==> config.mk <==
export PLATFORM = sky130hd
export DESIGN_NAME = fetch_stage
export DESIGN_NICKNAME = d
export VERILOG_FILES = /design/src/rtl/fetch_stage.sv
export SDC_FILE = /design/constraint.sdc
export NUM_CORES = 1
export LEC_CHECK = 0
export CAP_MARGIN = 20
export CORE_ASPECT_RATIO = 1.25
export CORE_MARGIN = 5
export CORE_UTILIZATION = 40
export DETAILED_ROUTE_END_ITERATION = 6
export MAX_ROUTING_LAYER = met4
export PLACE_DENSITY = 0.88
export REMOVE_ABC_BUFFERS = 1
export SLEW_MARGIN = 0
export SYNTH_ARGS = -nofsm -noshare
export SYNTH_HDL_FRONTEND = slang
export SYNTH_SLANG_ARGS = --single-unit
==> constraint.sdc <==
create_clock -name clk -period 2.73 [get_ports clk]
set_input_delay 0.273 -clock clk [delete_from_list [all_inputs] [get_ports clk]]
set_output_delay 0.273 -clock clk [all_outputs]
set_load 0.005 [all_outputs]
==> src/rtl/fetch_stage.sv <==
// fetch_stage: instruction-fetch stage of the pipelined MIPS core.
// Owns the program counter and drives it to the instruction memory.
// Captures the returned word and PC+4 into the IF/ID pipeline register.
// Applies stall, flush and branch/jump redirect from later stages.
// Raises sticky flags for redirect targets that are misaligned or out of range.
module fetch_stage #(
    parameter logic [31:0] RESET_PC  = 32'd100,
    parameter int unsigned MEM_BYTES = 16384
) (
    input  logic        clk,
    input  logic        rst,
    input  logic        stall,
    input  logic        flush,
    input  logic        redirect,
    input  logic [31:0] redirect_pc,
    input  logic [31:0] imem_instruction,
    output logic [31:0] PC,
    output logic [31:0] ifid_instruction,
    output logic [31:0] ifid_pc_plus4,
    output logic        ifid_valid,
    output logic        misaligned_err,
    output logic        range_err,
    output logic [15:0] fetch_count
);

    // MEM_BYTES is a power of two, so "mod MEM_BYTES" reduces to masking.
    localparam logic [31:0] ADDR_MASK = 32'(MEM_BYTES - 1);
    localparam logic [31:0] MEM_LIMIT = 32'(MEM_BYTES);
    localparam logic [31:0] NOP_INSTR = 32'h0000_0000;
    localparam logic [15:0] COUNT_MAX = 16'hFFFF;

    // Registered state.
    logic [31:0] pc_q,         pc_d;
    logic [31:0] instr_q,      instr_d;
    logic [31:0] pc_plus4_q,   pc_plus4_d;
    logic        valid_q,      valid_d;
    logic        misaligned_q, misaligned_d;
    logic        range_q,      range_d;
    logic [15:0] count_q,      count_d;

    // Intermediate combinational terms.
    logic [31:0] seq_pc;
    logic [31:0] redirect_target;
    logic        target_misaligned;
    logic        target_out_of_range;
    logic        squash_ifid;
    logic        capture_ifid;

    // Derive the sequential address, the redirect target and the per-edge IF/ID action.
    always_comb begin
        seq_pc              = (pc_q + 32'd4) & ADDR_MASK;
        // Low two bits are forced to zero first, then the address wraps into memory.
        redirect_target     = {redirect_pc[31:2], 2'b00} & ADDR_MASK;
        target_misaligned   = (redirect_pc[1:0] != 2'b00);
        target_out_of_range = (redirect_pc >= MEM_LIMIT);
        // A redirect squashes IF/ID even under stall; flush squashes independently of stall.
        squash_ifid         = redirect || flush;
        // A real instruction enters IF/ID only on a plain, un-stalled, un-flushed fetch.
        capture_ifid        = !redirect && !stall && !flush;
    end

    // Next PC: redirect wins over stall, stall holds, otherwise advance by one word.
    always_comb begin
        pc_d = pc_q;
        if (redirect) begin
            pc_d = redirect_target;
        end else if (!stall) begin
            pc_d = seq_pc;
        end
    end

    // Next IF/ID contents: squash to a NOP, hold on stall, otherwise latch the fetched word.
    always_comb begin
        instr_d    = instr_q;
        pc_plus4_d = pc_plus4_q;
        valid_d    = valid_q;
        if (squash_ifid) begin
            instr_d    = NOP_INSTR;
            pc_plus4_d = 32'd0;
            valid_d    = 1'b0;
        end else if (!stall) begin
            instr_d    = imem_instruction;
            pc_plus4_d = seq_pc;
            valid_d    = 1'b1;
        end
    end

    // Sticky error flags: set by a bad redirect target, cleared only by reset.
    always_comb begin
        misaligned_d = misaligned_q;
        range_d      = range_q;
        if (redirect) begin
            if (target_misaligned) begin
                misaligned_d = 1'b1;
            end
            if (target_out_of_range) begin
                range_d = 1'b1;
            end
        end
    end

    // Fetch counter: counts real captures into IF/ID, saturating at the top value.
    always_comb begin
        count_d = count_q;
        if (capture_ifid && (count_q != COUNT_MAX)) begin
            count_d = count_q + 16'd1;
        end
    end

    // State registers with asynchronous active-high reset.
    always_ff @(posedge clk or posedge rst) begin
        if (rst) begin
            pc_q         <= RESET_PC;
            instr_q      <= NOP_INSTR;
            pc_plus4_q   <= 32'd0;
            valid_q      <= 1'b0;
            misaligned_q <= 1'b0;
            range_q      <= 1'b0;
            count_q      <= 16'd0;
        end else begin
            pc_q         <= pc_d;
            instr_q      <= instr_d;
            pc_plus4_q   <= pc_plus4_d;
            valid_q      <= valid_d;
            misaligned_q <= misaligned_d;
            range_q      <= range_d;
            count_q      <= count_d;
        end
    end

    // Drive outputs straight from the registers.
    always_comb begin
        PC               = pc_q;
        ifid_instruction = instr_q;
        ifid_pc_plus4    = pc_plus4_q;
        ifid_valid       = valid_q;
        misaligned_err   = misaligned_q;
        range_err        = range_q;
        fetch_count      = count_q;
    end

endmodule

==> qor.txt <==
Met1 Wirelength = 3593 um
CP top delay family = simple AND/OR/NAND/NOR gates
Post-synth ARST share = 100.0%
Via count = 2914
Crit. End Element = register
Routed met2 length = 4975 um
Resize count post-CTS = 0
RSZ-0062 raised after global routing = no
Antenna violations before repair = 0
Max Clock Skew = 7.452 ps
Setup bufs post-CTS = 0
Worst Tran Pin Value = 533.7 ps
CTS Buf Count = 9
Worst-Skew Late Latency = 350 ps
Number of synthesis warnings = 0
Max Slew Vio Count = 0
Area Growth Syn to Fin = 44.69%
Nets = 547
Total power = 2640 uW
Post-CTS Hold Fix Bufs = 0
Final setup viols = 0
Ports = 184
Final ANT Viol Nets = 0
Pwr Density = 503.3 nW/um^2
Post-synth EDFFs = 0
Reg power frac = 49.2%
Sink Count = 75
Die area = 11080 um^2
Hold/Removal Path Class = in -> async
Num rows = 38
Sequential share of the synthesized area = 51.86%
Worst Setup SP = fetch_count[0]
Net Sw Frac = 26.34%
Mapped Area = 3626 um^2
Net Sw Power = 695.6 uW
Worst r2r src = fetch_count[0]
Pre-antenna DRT Iters = 4
WP buf/inv = 0
GR Overflow Total = 0
DR DRC count = 0
Diode count = 0
Number of fill cells = 727
LEAKAGE = 0.002278 uW
Largest net degree at the start of global routing = 46
Starting density of the core = 41.22%
Mapped Cells = 332
Vias in the first global route = 3007
Rel. slew slack = 64.15%
DR WL/cell = 15.69 um
Period minus WS final = 1943 ps
Routed WL = 9432 um
Status = completed
Worst EP arrival = 2170 ps
Crit-path slowest cell = nor4_4
I/O Buffers = 143
GP Congestion = 0.8191
Per-instance average area after synthesis = 10.92 um^2
Tcrit/Tclk final = 71.17%
Synth cell types = 42
Clk buf depth = 2
Req. time, crit path = 2960 ps
First-pass GRT wire length = 14790 um
Crit path cell chain = ha_1 -> nand4_2 -> nor4_4 -> nor2_2 -> mux2_4
Die W = 95.16 um
Max Used Layer = met4
Crit Path Class = reg -> reg
Int Power = 1945 uW
Chip Height = 116.5 um
DRT iter0 DRCs = 100
DP Wirelength = 7328 um
CORE AREA = 8796 um^2
Max frequency = 0.5147 GHz
Synth Flop Type = dfrtp_1
CTS H-tree depth = 3
Clock root cell = clkbuf_8
GRT Total Usage = 18.04%
Yosys reg bits = 75
Met3 routed WL = 664 um
CP max FO = 7
Maximum VDD drop = 0.2548 mV
Clk slew on worst S/H paths = 80 ps
Total negative slack = 0 ps
CTS tree = yes
Clk network pwr share = 31.8%
Share of layout cells above drive strength 1 = 8.316%
Delay of the slowest critical-path stage = 560 ps
Vias/cell = 4.849
Worst Setup Start Kind = register
Max Cap Viol = 0
Logic pwr share = 19.0%
Final Hold Vio Count = 0
==> sequential cells by signal (all words and copies together) (netlist names) <==
register and flops:
ifid_instruction 32, fetch_count 16, PC 12, ifid_pc_plus4 12, ifid_valid 1, misaligned_err 1, range_err 1
==> layout make-up <==
class	count	area (um^2)	area share, %
flip-flops and latches	75	1881	35.85
multi-input cells	238	1521	29.00
repair buffers	149	1489	28.38
well taps	120	150.1	2.862
clock buffers	11	141.4	2.695
clock inverters	5	52.55	1.002
inverters	3	11.26	0.2146
==> power by group through the flow <==
stage               sequential [uW]  combinational [uW]  clock [uW]
global placement               1310                 494           0
global route                   1310                 552         919
floorplan                      1310                 172           0
CTS                            1300                 509         873
finish                         1300                 503         839
detailed placement             1320                 506           0
==> synth_stat cells, types with 2 or more instances <==
master	number	share of area [%]
nand4_2	2	0.69
nor2_1	11	1.1
xor2_1	13	3.1
clkbuf_1	13	1.3
mux2_2	3	0.93
nand4_1	6	1.0
nand2_1	32	3.3
ha_1	2	0.69
xnor2_1	20	4.8
nand2b_1	2	0.35
buf_4	40	8.3
and3_1	4	0.69
o21ai_0	23	3.2
dfrtp_1	72	50
and4_1	2	0.48
inv_1	3	0.31
nor4_1	5	0.86
a22o_1	33	8.0
nor3b_2	2	0.69
dfstp_2	3	2.2
nor3_2	2	0.55
nor3_1	11	1.5
nand3_1	9	1.2
==> cell families after synthesis <==
family                   count (synthesis)  synth area share, %
AND/OR/NAND/NOR                         97                15.15
flip-flops                              75                51.86
AO/OA/AOI/OAI                           61                12.22
buffers and inverters                   58                10.39
XOR/XNOR                                33                7.971
multiplexers                             5                1.622
adder cells (fa/ha/maj)                  2               0.6900
other                                    1               0.1034
==> metrics by stage <==
step	util (%)	area [um^2]	std cells	setup slack (ps)	hold WS, ps
6_report	59.64	5246	601	787.2	214.9
5_1_grt	59.64	5246	601	635.8	236.2
4_1_cts	59.64	5246	601	766.9	203.0
3_5_place_dp	57.44	5052	585	501.9	461.6
3_3_place_gp	57.44	5052	585	535.1	452.7
2_1_floorplan	-	3407	316	552.0	347.1
==> worst reg2reg max path, stage by stage, from the launching register on <==
cell and delay (ps):
dfrtp_1 430, ha_1 250, nand4_2 180, nor4_4 560
nor2_2 100, mux2_4 310
==> layout by cell type (no fill, tap or decap), drive strengths merged, types with 2 or more instances in the layout <==
master	netlist	final
clkdlybuf4s50	0	143
dfrtp	72	72
conb	1	40
a22o	33	33
nand2	32	32
o21ai	23	23
xnor2	20	20
nor3	14	14
xor2	13	13
nor2	12	12
clkbuf	13	11
nand3	9	9
nand4	8	8
nor4	7	7
buf	42	6
and3	4	4
mux2	4	4
dfstp	3	3
clkinv	0	3
inv	3	3
and4	2	2
nand2b	2	2
ha	2	2
nor3b	2	2
==> path summary, 6_finish.rpt <==
kind / endpoint / slack [ps] / cells past startpoint
setup / recovery: fetch_count[1] / 790 / 5
hold / removal: ifid_instruction[13] / 210 / 2
setup reg to reg: fetch_count[1] / 790 / 5
hold reg to reg: misaligned_err / 470 / 1
max in group asynchronous: PC[2] / 1860 / 3
min in group clk: PC[6] / 440 / 3
==> per-layer routing <==
| metal | global-route usage, % | vias to the layer above |
|---|---|---|
| met5 | - | - |
| met4 | 7.507 | 0 |
| met3 | 4.188 | 16 |
| li1 | - | 1375 |
| met1 | 19.97 | 1391 |
| met2 | 31.01 | 132 |
Note: power is estimated with default switching activity, not from simulation.
